**src/rtl/rv32i_types.sv**
```systemverilog
// Shared types for the out-of-order rv32i core: CDB/ROB result slots,
// the flush descriptor consumed by rename, and the ROB entry layout.
package rv32i_types;

    localparam int ROB_TAG_W = 4;
    localparam int XLEN      = 32;

    // One result slot as seen by the rename file
    typedef struct packed {
        logic [ROB_TAG_W-1:0] tag;
        logic [XLEN-1:0]      data;
        logic                 rdy;
    } sal2_t;

    // Flush descriptor: the squashed range and the surviving window
    typedef struct packed {
        logic                 valid;
        logic [ROB_TAG_W-1:0] front_tag;
        logic [ROB_TAG_W-1:0] rear_tag;
        logic [ROB_TAG_W-1:0] flush_tag;
    } flush_t;

    // Bookkeeping for one in-flight instruction
    typedef struct packed {
        logic            valid;
        logic            done;
        logic            is_br;
        logic [4:0]      rd;
        logic [XLEN-1:0] data;
    } rob_entry_t;

endpackage

```
**src/rtl/rob_ptr.sv**
```systemverilog
// Wrapping circular-buffer pointer. The width equals log2 of the buffer
// depth, so the increment wraps naturally; load takes priority over inc.
module rob_ptr #(
    parameter int IDX_W = 3
) (
    input  logic             clk,
    input  logic             rst,
    input  logic             inc,
    input  logic             load,
    input  logic [IDX_W-1:0] load_val,
    output logic [IDX_W-1:0] ptr
);

    logic [IDX_W-1:0] ptr_q;
    logic [IDX_W-1:0] ptr_d;

    // Pick the next pointer value: a load (redirect) overrides a step
    always_comb begin
        ptr_d = ptr_q;
        if (load) begin
            ptr_d = load_val;
        end else if (inc) begin
            ptr_d = ptr_q + IDX_W'(1);
        end
    end

    // Pointer register, cleared asynchronously
    always_ff @(posedge clk or posedge rst) begin
        if (rst) begin
            ptr_q <= '0;
        end else begin
            ptr_q <= ptr_d;
        end
    end

    assign ptr = ptr_q;

endmodule

```
**src/rtl/rob.sv**
```systemverilog
// Reorder buffer: allocates tags in program order, captures CDB results,
// retires the head entry once it is done, and squashes everything younger
// than a mispredicted branch while reporting the flush to rename.
module rob
    import rv32i_types::*;
#(
    parameter int size  = 8,
    parameter int width = 32
) (
    input  logic                 clk,
    input  logic                 rst,
    input  logic                 alloc_valid,
    input  logic [4:0]           alloc_rd,
    input  logic                 alloc_is_br,
    output logic                 alloc_ready,
    output logic [ROB_TAG_W-1:0] alloc_tag,
    input  logic                 wb_valid,
    input  logic [ROB_TAG_W-1:0] wb_tag,
    input  logic [width-1:0]     wb_data,
    input  logic                 wb_mispredict,
    output sal2_t                rdest [size],
    output logic [4:0]           rd_bus [size],
    output logic                 commit_valid,
    output logic [4:0]           commit_rd,
    output logic [width-1:0]     commit_data,
    output logic [ROB_TAG_W-1:0] commit_tag,
    output flush_t               flush,
    output logic                 full,
    output logic                 empty
);

    localparam int IDX_W = $clog2(size);
    localparam int CNT_W = IDX_W + 1;

    rob_entry_t       entries_q [size];
    rob_entry_t       entries_d [size];
    logic [CNT_W-1:0] count_q;
    logic [CNT_W-1:0] count_d;
    flush_t           flush_q;
    flush_t           flush_d;

    logic [IDX_W-1:0] head;
    logic [IDX_W-1:0] tail;
    logic [IDX_W-1:0] wbIdx;
    logic [IDX_W-1:0] relWb;
    logic [IDX_W-1:0] flushIdx;
    logic [IDX_W-1:0] rearIdx;
    logic             wbInRange;
    logic             wbHit;
    logic             flushEvent;
    logic             allocFire;
    logic             commitFire;

    // Tags wider than the buffer index are only valid below size
    assign wbIdx      = wb_tag[IDX_W-1:0];
    assign wbInRange  = ({1'b0, wb_tag} < (ROB_TAG_W + 1)'(size));
    assign wbHit      = wb_valid & wbInRange & entries_q[wbIdx].valid;
    assign flushEvent = wbHit & wb_mispredict & entries_q[wbIdx].is_br;

    // Occupancy flags come from the registered count only
    assign full        = (count_q == CNT_W'(size));
    assign empty       = (count_q == '0);
    assign alloc_ready = ~full;
    assign alloc_tag   = ROB_TAG_W'(tail);
    assign allocFire   = alloc_valid & alloc_ready & ~flushEvent;
    assign commitFire  = entries_q[head].valid & entries_q[head].done;

    // Distances measured from head give program-order age
    assign relWb    = wbIdx - head;
    assign flushIdx = wbIdx + IDX_W'(1);
    assign rearIdx  = tail - IDX_W'(1);

    rob_ptr #(.IDX_W(IDX_W)) u_head (
        .clk      (clk),
        .rst      (rst),
        .inc      (commitFire),
        .load     (1'b0),
        .load_val ('0),
        .ptr      (head)
    );

    rob_ptr #(.IDX_W(IDX_W)) u_tail (
        .clk      (clk),
        .rst      (rst),
        .inc      (allocFire),
        .load     (flushEvent),
        .load_val (flushIdx),
        .ptr      (tail)
    );

    // Next entry state: allocate, capture writeback, squash, then retire
    always_comb begin
        for (int i = 0; i < size; i++) begin
            entries_d[i] = entries_q[i];
            if (allocFire && (IDX_W'(i) == tail)) begin
                entries_d[i].valid = 1'b1;
                entries_d[i].done  = 1'b0;
                entries_d[i].is_br = alloc_is_br;
                entries_d[i].rd    = alloc_rd;
                entries_d[i].data  = '0;
            end
            if (wbHit && (IDX_W'(i) == wbIdx)) begin
                entries_d[i].done = 1'b1;
                entries_d[i].data = XLEN'(wb_data);
            end
            if (flushEvent && ((IDX_W'(i) - head) > relWb)) begin
                entries_d[i].valid = 1'b0;
                entries_d[i].done  = 1'b0;
            end
            if (commitFire && (IDX_W'(i) == head)) begin
                entries_d[i] = '0;
            end
        end
    end

    // Occupancy and flush descriptor for the next cycle
    always_comb begin
        count_d = count_q + CNT_W'(allocFire) - CNT_W'(commitFire);
        flush_d = '0;
        if (flushEvent) begin
            count_d           = CNT_W'(relWb) + CNT_W'(1) - CNT_W'(commitFire);
            flush_d.valid     = 1'b1;
            flush_d.front_tag = ROB_TAG_W'(head);
            flush_d.rear_tag  = ROB_TAG_W'(rearIdx);
            flush_d.flush_tag = ROB_TAG_W'(flushIdx);
        end
    end

    // All ROB state other than the pointers, cleared asynchronously
    always_ff @(posedge clk or posedge rst) begin
        if (rst) begin
            for (int i = 0; i < size; i++) begin
                entries_q[i] <= '0;
            end
            count_q <= '0;
            flush_q <= '0;
        end else begin
            for (int i = 0; i < size; i++) begin
                entries_q[i] <= entries_d[i];
            end
            count_q <= count_d;
            flush_q <= flush_d;
        end
    end

    assign flush = flush_q;

    // Per-entry views for rename: result slots and destination registers
    always_comb begin
        for (int i = 0; i < size; i++) begin
            rdest[i].tag  = ROB_TAG_W'(i);
            rdest[i].data = entries_q[i].data;
            rdest[i].rdy  = entries_q[i].valid & entries_q[i].done;
            rd_bus[i]     = entries_q[i].valid ? entries_q[i].rd : 5'd0;
        end
    end

    // Retirement port shows the head entry only while it retires
    always_comb begin
        commit_valid = 1'b0;
        commit_rd    = '0;
        commit_data  = '0;
        commit_tag   = '0;
        if (commitFire) begin
            commit_valid = 1'b1;
            commit_rd    = entries_q[head].rd;
            commit_data  = width'(entries_q[head].data);
            commit_tag   = ROB_TAG_W'(head);
        end
    end

endmodule

```
**config.mk**
```make
export PLATFORM = sky130hd
export DESIGN_NAME = rob
export DESIGN_NICKNAME = d
export VERILOG_FILES = /design/src/rtl/rv32i_types.sv /design/src/rtl/rob_ptr.sv /design/src/rtl/rob.sv
export SDC_FILE = /design/constraint.sdc
export NUM_CORES = 1
export LEC_CHECK = 0
export ABC_AREA = 1
export BUFFER_PORTS_ARGS = -buffer_cell sky130_fd_sc_hd__buf_4
export CAP_MARGIN = 20
export CORE_MARGIN = 2
export CORE_UTILIZATION = 55
export CTS_BUF_LIST = sky130_fd_sc_hd__clkbuf_4
export DETAILED_ROUTE_END_ITERATION = 12
export HOLD_SLACK_MARGIN = 0.06
export PLACE_DENSITY = 0.79
export SYNTH_ARGS = -nofsm -noshare
export SYNTH_HDL_FRONTEND = slang
export SYNTH_SLANG_ARGS = --single-unit
```
**constraint.sdc**
```tcl
create_clock -name clk -period 19 [get_ports clk]
set_clock_uncertainty 0.15 [all_clocks]
set_input_delay 1.9 -clock clk [delete_from_list [all_inputs] [get_ports clk]]
set_output_delay 1.9 -clock clk [all_outputs]
set_load 0.01 [all_outputs]
```
==> impl_metrics.env <==
export IMPL_initial_core_util_pct=56.0
export IMPL_slew_headroom_pct=27.0
export IMPL_cts_root_buffer="sky130_fd_sc_hd__clkbuf_4"
export IMPL_critical_path_slowest_cell="sky130_fd_sc_hd__buf_4"
export IMPL_syn_area_sq_um=20600
export IMPL_multiInputGateArea_sq_um=8400
export IMPL_number_of_warnings_reported_in_the_yosys_synthesis_log=0
export IMPL_syn_mean_instance_area_sq_um=7.70
export IMPL_postSynthRegisterBits=340
export IMPL_setup_viol=0
export IMPL_timing_worst_slew_pin_value_ns=1.09
export IMPL_routed_wire_length_per_instance_um=22.0
export IMPL_totalWireLength_um=71800
export IMPL_clock_path_buffers=3
export IMPL_path_cells="inv_4 > buf_4 > nand3_1 > o211ai_2 > nand2_1 > nand2_2 > nand2_2 > buf_4 > a211oi_1 > buf_4"
export IMPL_synthAdderAreaFrac_pct=2.93
export IMPL_data_arrival_time_of_the_critical_path_ns=4.77
export IMPL_antenna_violations_before_repair=1
export IMPL_layout_filler_cells=3187
export IMPL_timing_critical_path_depth=10
export IMPL_drt_initial_drc_count=2273
export IMPL_postCtsResizedCells=0
export IMPL_cts_repair_timing_setup_buffer_count=0
export IMPL_post_synth_inst_count=2671
export IMPL_critical_path_n_buffers_inverters=4
export IMPL_total_clock_buffers_created_by_cts=91
export IMPL_first_pass_iters=6
export IMPL_combinational_family_with_the_most_area_after_synthesis="simple AND/OR/NAND/NOR gates"
export IMPL_criticalPathCategory="reg -> out"
export IMPL_grt_max_degree=138
export IMPL_grt_total_usage_pct=36.6
export IMPL_max_vdd_ir_drop_mv=0.158
export IMPL_basic_gate_share_of_the_synthesized_area_counting_and_or_nand_and_nor_cells_pct=27.1
export IMPL_gp_congestion=0.942
export IMPL_worstRegToRegCells=13
export IMPL_first_global_vias=19274
export IMPL_layout_drive_gt1_share_pct=22.3
export IMPL_sequential_cell_area_sq_um=8520
export IMPL_cp_start_kind="flop"
export IMPL_routed_via_count=19840
export IMPL_worstSetupEndpointType="primary output"
export IMPL_totalNegativeSetupSlack_ns=0
export IMPL_hold_violations=0
export IMPL_cellLeakagePower_nw=12.7
export IMPL_worst_path_dominant_cell_family="buffers and inverters"
export IMPL_timing_critical_path_mode_cell="sky130_fd_sc_hd__buf_4"
export IMPL_min_delay_path_depth=2
export IMPL_final_period_utilization_pct=35.9
export IMPL_power_density_cell_area_nw_per_um2=172
export IMPL_detail_route_drc_violations=0
export IMPL_crit_path_max_incr_delay_ns=0.81
export IMPL_dp_final_hpwl_um=46300
export IMPL_port_buffer_count=407
export IMPL_outcome="finished clean"
export IMPL_number_of_vias_per_cell_after_detailed_routing=6.07
export IMPL_cts_htree_levels=3
export IMPL_area_growth_syn_to_layout_pct=10.6
export IMPL_clkLatencyLatePin_ns=0.75
export IMPL_full_die_area_sq_um=38900
export IMPL_placementRows=70
export IMPL_finalMaxSlewViolations=0
export IMPL_worst_setup_hold_path_clk_slew_ns=0.07
export IMPL_synthDistinctLibCells=37
export IMPL_overflow=0
export IMPL_synth_compound_area_share_pct=9.50
export IMPL_ant_nets=0
export IMPL_cts_hold_fix_buffers=0
export IMPL_post_synthesis_sequential_area_ratio_pct=41.4
export IMPL_path_max_fanout=86
export IMPL_worst_hold_path_type="reg -> reg"
export IMPL_rsz0062_at_grt="no"
export IMPL_post_route_util_pct=61.9
export IMPL_final_nets=2822
export IMPL_cts_sink_count=340
export IMPL_fmax_mhz=147
export IMPL_synth_xor_area_share_pct=0.256
export IMPL_period_minus_slack_ns=6.82
export IMPL_chip_height_um=197
export IMPL_clock_tree_from_tritoncts="yes"
export IMPL_coreArea_sq_um=36700
export IMPL_grt_first_pass_wirelength_um=110000
export IMPL_io_pin_count=445
export IMPL_max_cap_violations=0
export IMPL_yosys_mux_area_fraction_pct=0
export IMPL_die_width_um=197
export IMPL_worst_ep_required_time_ns=16.95
per-stage QoR:
stage | setup WS [ns] | cells | cell area [sq um] | total power, mW | hold slack, ns
final | 12.18 | 3268 | 22700 | 3.92 | 0.372
after global routing | 11.95 | 3268 | 22700 | 4.15 | 0.403
after CTS | 12.18 | 3263 | 22600 | 3.87 | 0.372
after detailed placement | 12.99 | 3099 | 21500 | 3.23 | 0.354
after global placement | 13.19 | 3096 | 21400 | 3.15 | 0.344
after floorplan | 7.53 | 2706 | 20700 | 2.58 | 0.320
synth_stat cells (all sizes together):
library cell / instances / area (sq um)
nand4: 37 / 231
nand3b: 2 / 15.0
dfrtp: 340 / 8510
buf: 426 / 2880
o22ai: 4 / 25.0
clkbuf: 86 / 323
nand3: 485 / 2440
nor3b: 1 / 7.51
xnor2: 4 / 35.0
inv: 175 / 659
a22oi: 37 / 278
o211ai: 1 / 12.5
a211oi: 37 / 278
conb: 2 / 7.51
o31ai: 4 / 30.0
fa: 2 / 40.0
ha: 45 / 563
a21oi: 134 / 674
o21bai: 4 / 30.0
nand2: 684 / 2590
nor2: 69 / 275
o21ai: 51 / 255
nor3: 2 / 15.0
a32o: 37 / 370
xor2: 2 / 17.5
power by group:
part / total, mW / leakage [nW] / switching (mW) / internal (mW)
Combinational: 1.99 / 7.50 / 1.21 / 0.782
Clock: 0.640 / 0.678 / 0.324 / 0.316
Sequential: 1.28 / 4.56 / 0.315 / 0.970
Total: 3.92 / 12.7 / 1.85 / 2.07
cells by family (layout without fill, tap and decap cells):
group	after synthesis	in the layout
compound gates	309	309
xor+xnor	6	6
fa+ha+maj	47	47
buf+inv	687	780
flops	340	340
other cells	2	38
simple gates	1280	1280
per-layer routing:
layer,global-route usage [%],routed length [um]
met1,47.0,26300
met2,57.2,32900
met3,8.84,8910
met4,20.1,3650
met5,0,0
final timing paths:
kind	startpoint	endpoint	slack, ns
worst max-delay path	u_head.ptr[0]	commit_data[26]	12.18
worst min-delay path	entries_q[197]	entries_q[197]	0.37
worst max register to register	u_head.ptr[0]	rdest[26]	13.59
worst min register to register	entries_q[197]	entries_q[197]	0.37
max in group asynchronous	rst	rdest[238]	15.87
min in group asynchronous	rst	rdest[120]	1.23
final cells by class:
| cell class | instances | share of cell area (%) |
|---|---|---|
| Antenna cell | 1 | 0.0110 |
| Clock buffer | 130 | 4.29 |
| Clock inverter | 34 | 0.616 |
| Inverter | 175 | 2.96 |
| Multi-Input combinational cell | 1679 | 37.0 |
| Sequential cell | 340 | 37.5 |
| Tap cell | 468 | 2.58 |
| Timing Repair Buffer | 441 | 15.1 |
state kept, by name (all words and copies together) (netlist names):
register and flops:
u_head.ptr 3, count_q 4, entries_q 64, rdest 256
flush 10, u_tail.ptr 3
layout by cell type (no fill, tap or decap), types with 2 or more instances in the layout:
master,netlist,final
sky130_fd_sc_hd__a211oi_1,37,37
sky130_fd_sc_hd__a21oi_1,133,132
sky130_fd_sc_hd__a21oi_4,0,2
sky130_fd_sc_hd__a22oi_1,37,37
sky130_fd_sc_hd__a32o_1,37,37
sky130_fd_sc_hd__buf_16,0,6
sky130_fd_sc_hd__buf_4,299,434
sky130_fd_sc_hd__clkbuf_4,0,130
sky130_fd_sc_hd__clkinv_1,0,26
sky130_fd_sc_hd__clkinv_2,0,10
sky130_fd_sc_hd__conb_1,2,37
sky130_fd_sc_hd__dfrtp_1,340,337
sky130_fd_sc_hd__dfrtp_4,0,2
sky130_fd_sc_hd__fa_1,2,2
sky130_fd_sc_hd__ha_1,45,45
sky130_fd_sc_hd__inv_1,164,159
sky130_fd_sc_hd__inv_2,10,10
sky130_fd_sc_hd__inv_4,1,3
sky130_fd_sc_hd__nand2_1,678,676
sky130_fd_sc_hd__nand2_2,5,7
sky130_fd_sc_hd__nand3_1,482,474
sky130_fd_sc_hd__nand3_2,3,11
sky130_fd_sc_hd__nand3b_1,2,2
sky130_fd_sc_hd__nand4_1,37,37
sky130_fd_sc_hd__nor2_1,68,67
sky130_fd_sc_hd__o21ai_0,35,35
sky130_fd_sc_hd__o21ai_1,16,16
sky130_fd_sc_hd__o21bai_1,4,4
sky130_fd_sc_hd__o22ai_1,4,4
sky130_fd_sc_hd__o31ai_1,4,4
sky130_fd_sc_hd__xnor2_1,4,4
sky130_fd_sc_hd__xor2_1,2,2
worst min-delay path: stages (launching register included):
cell and delay, ns:
sky130_fd_sc_hd__dfrtp_1 0.35, sky130_fd_sc_hd__nand3_1 0.07, sky130_fd_sc_hd__nand2_1 0.06
(Power assumes the default switching activity.)
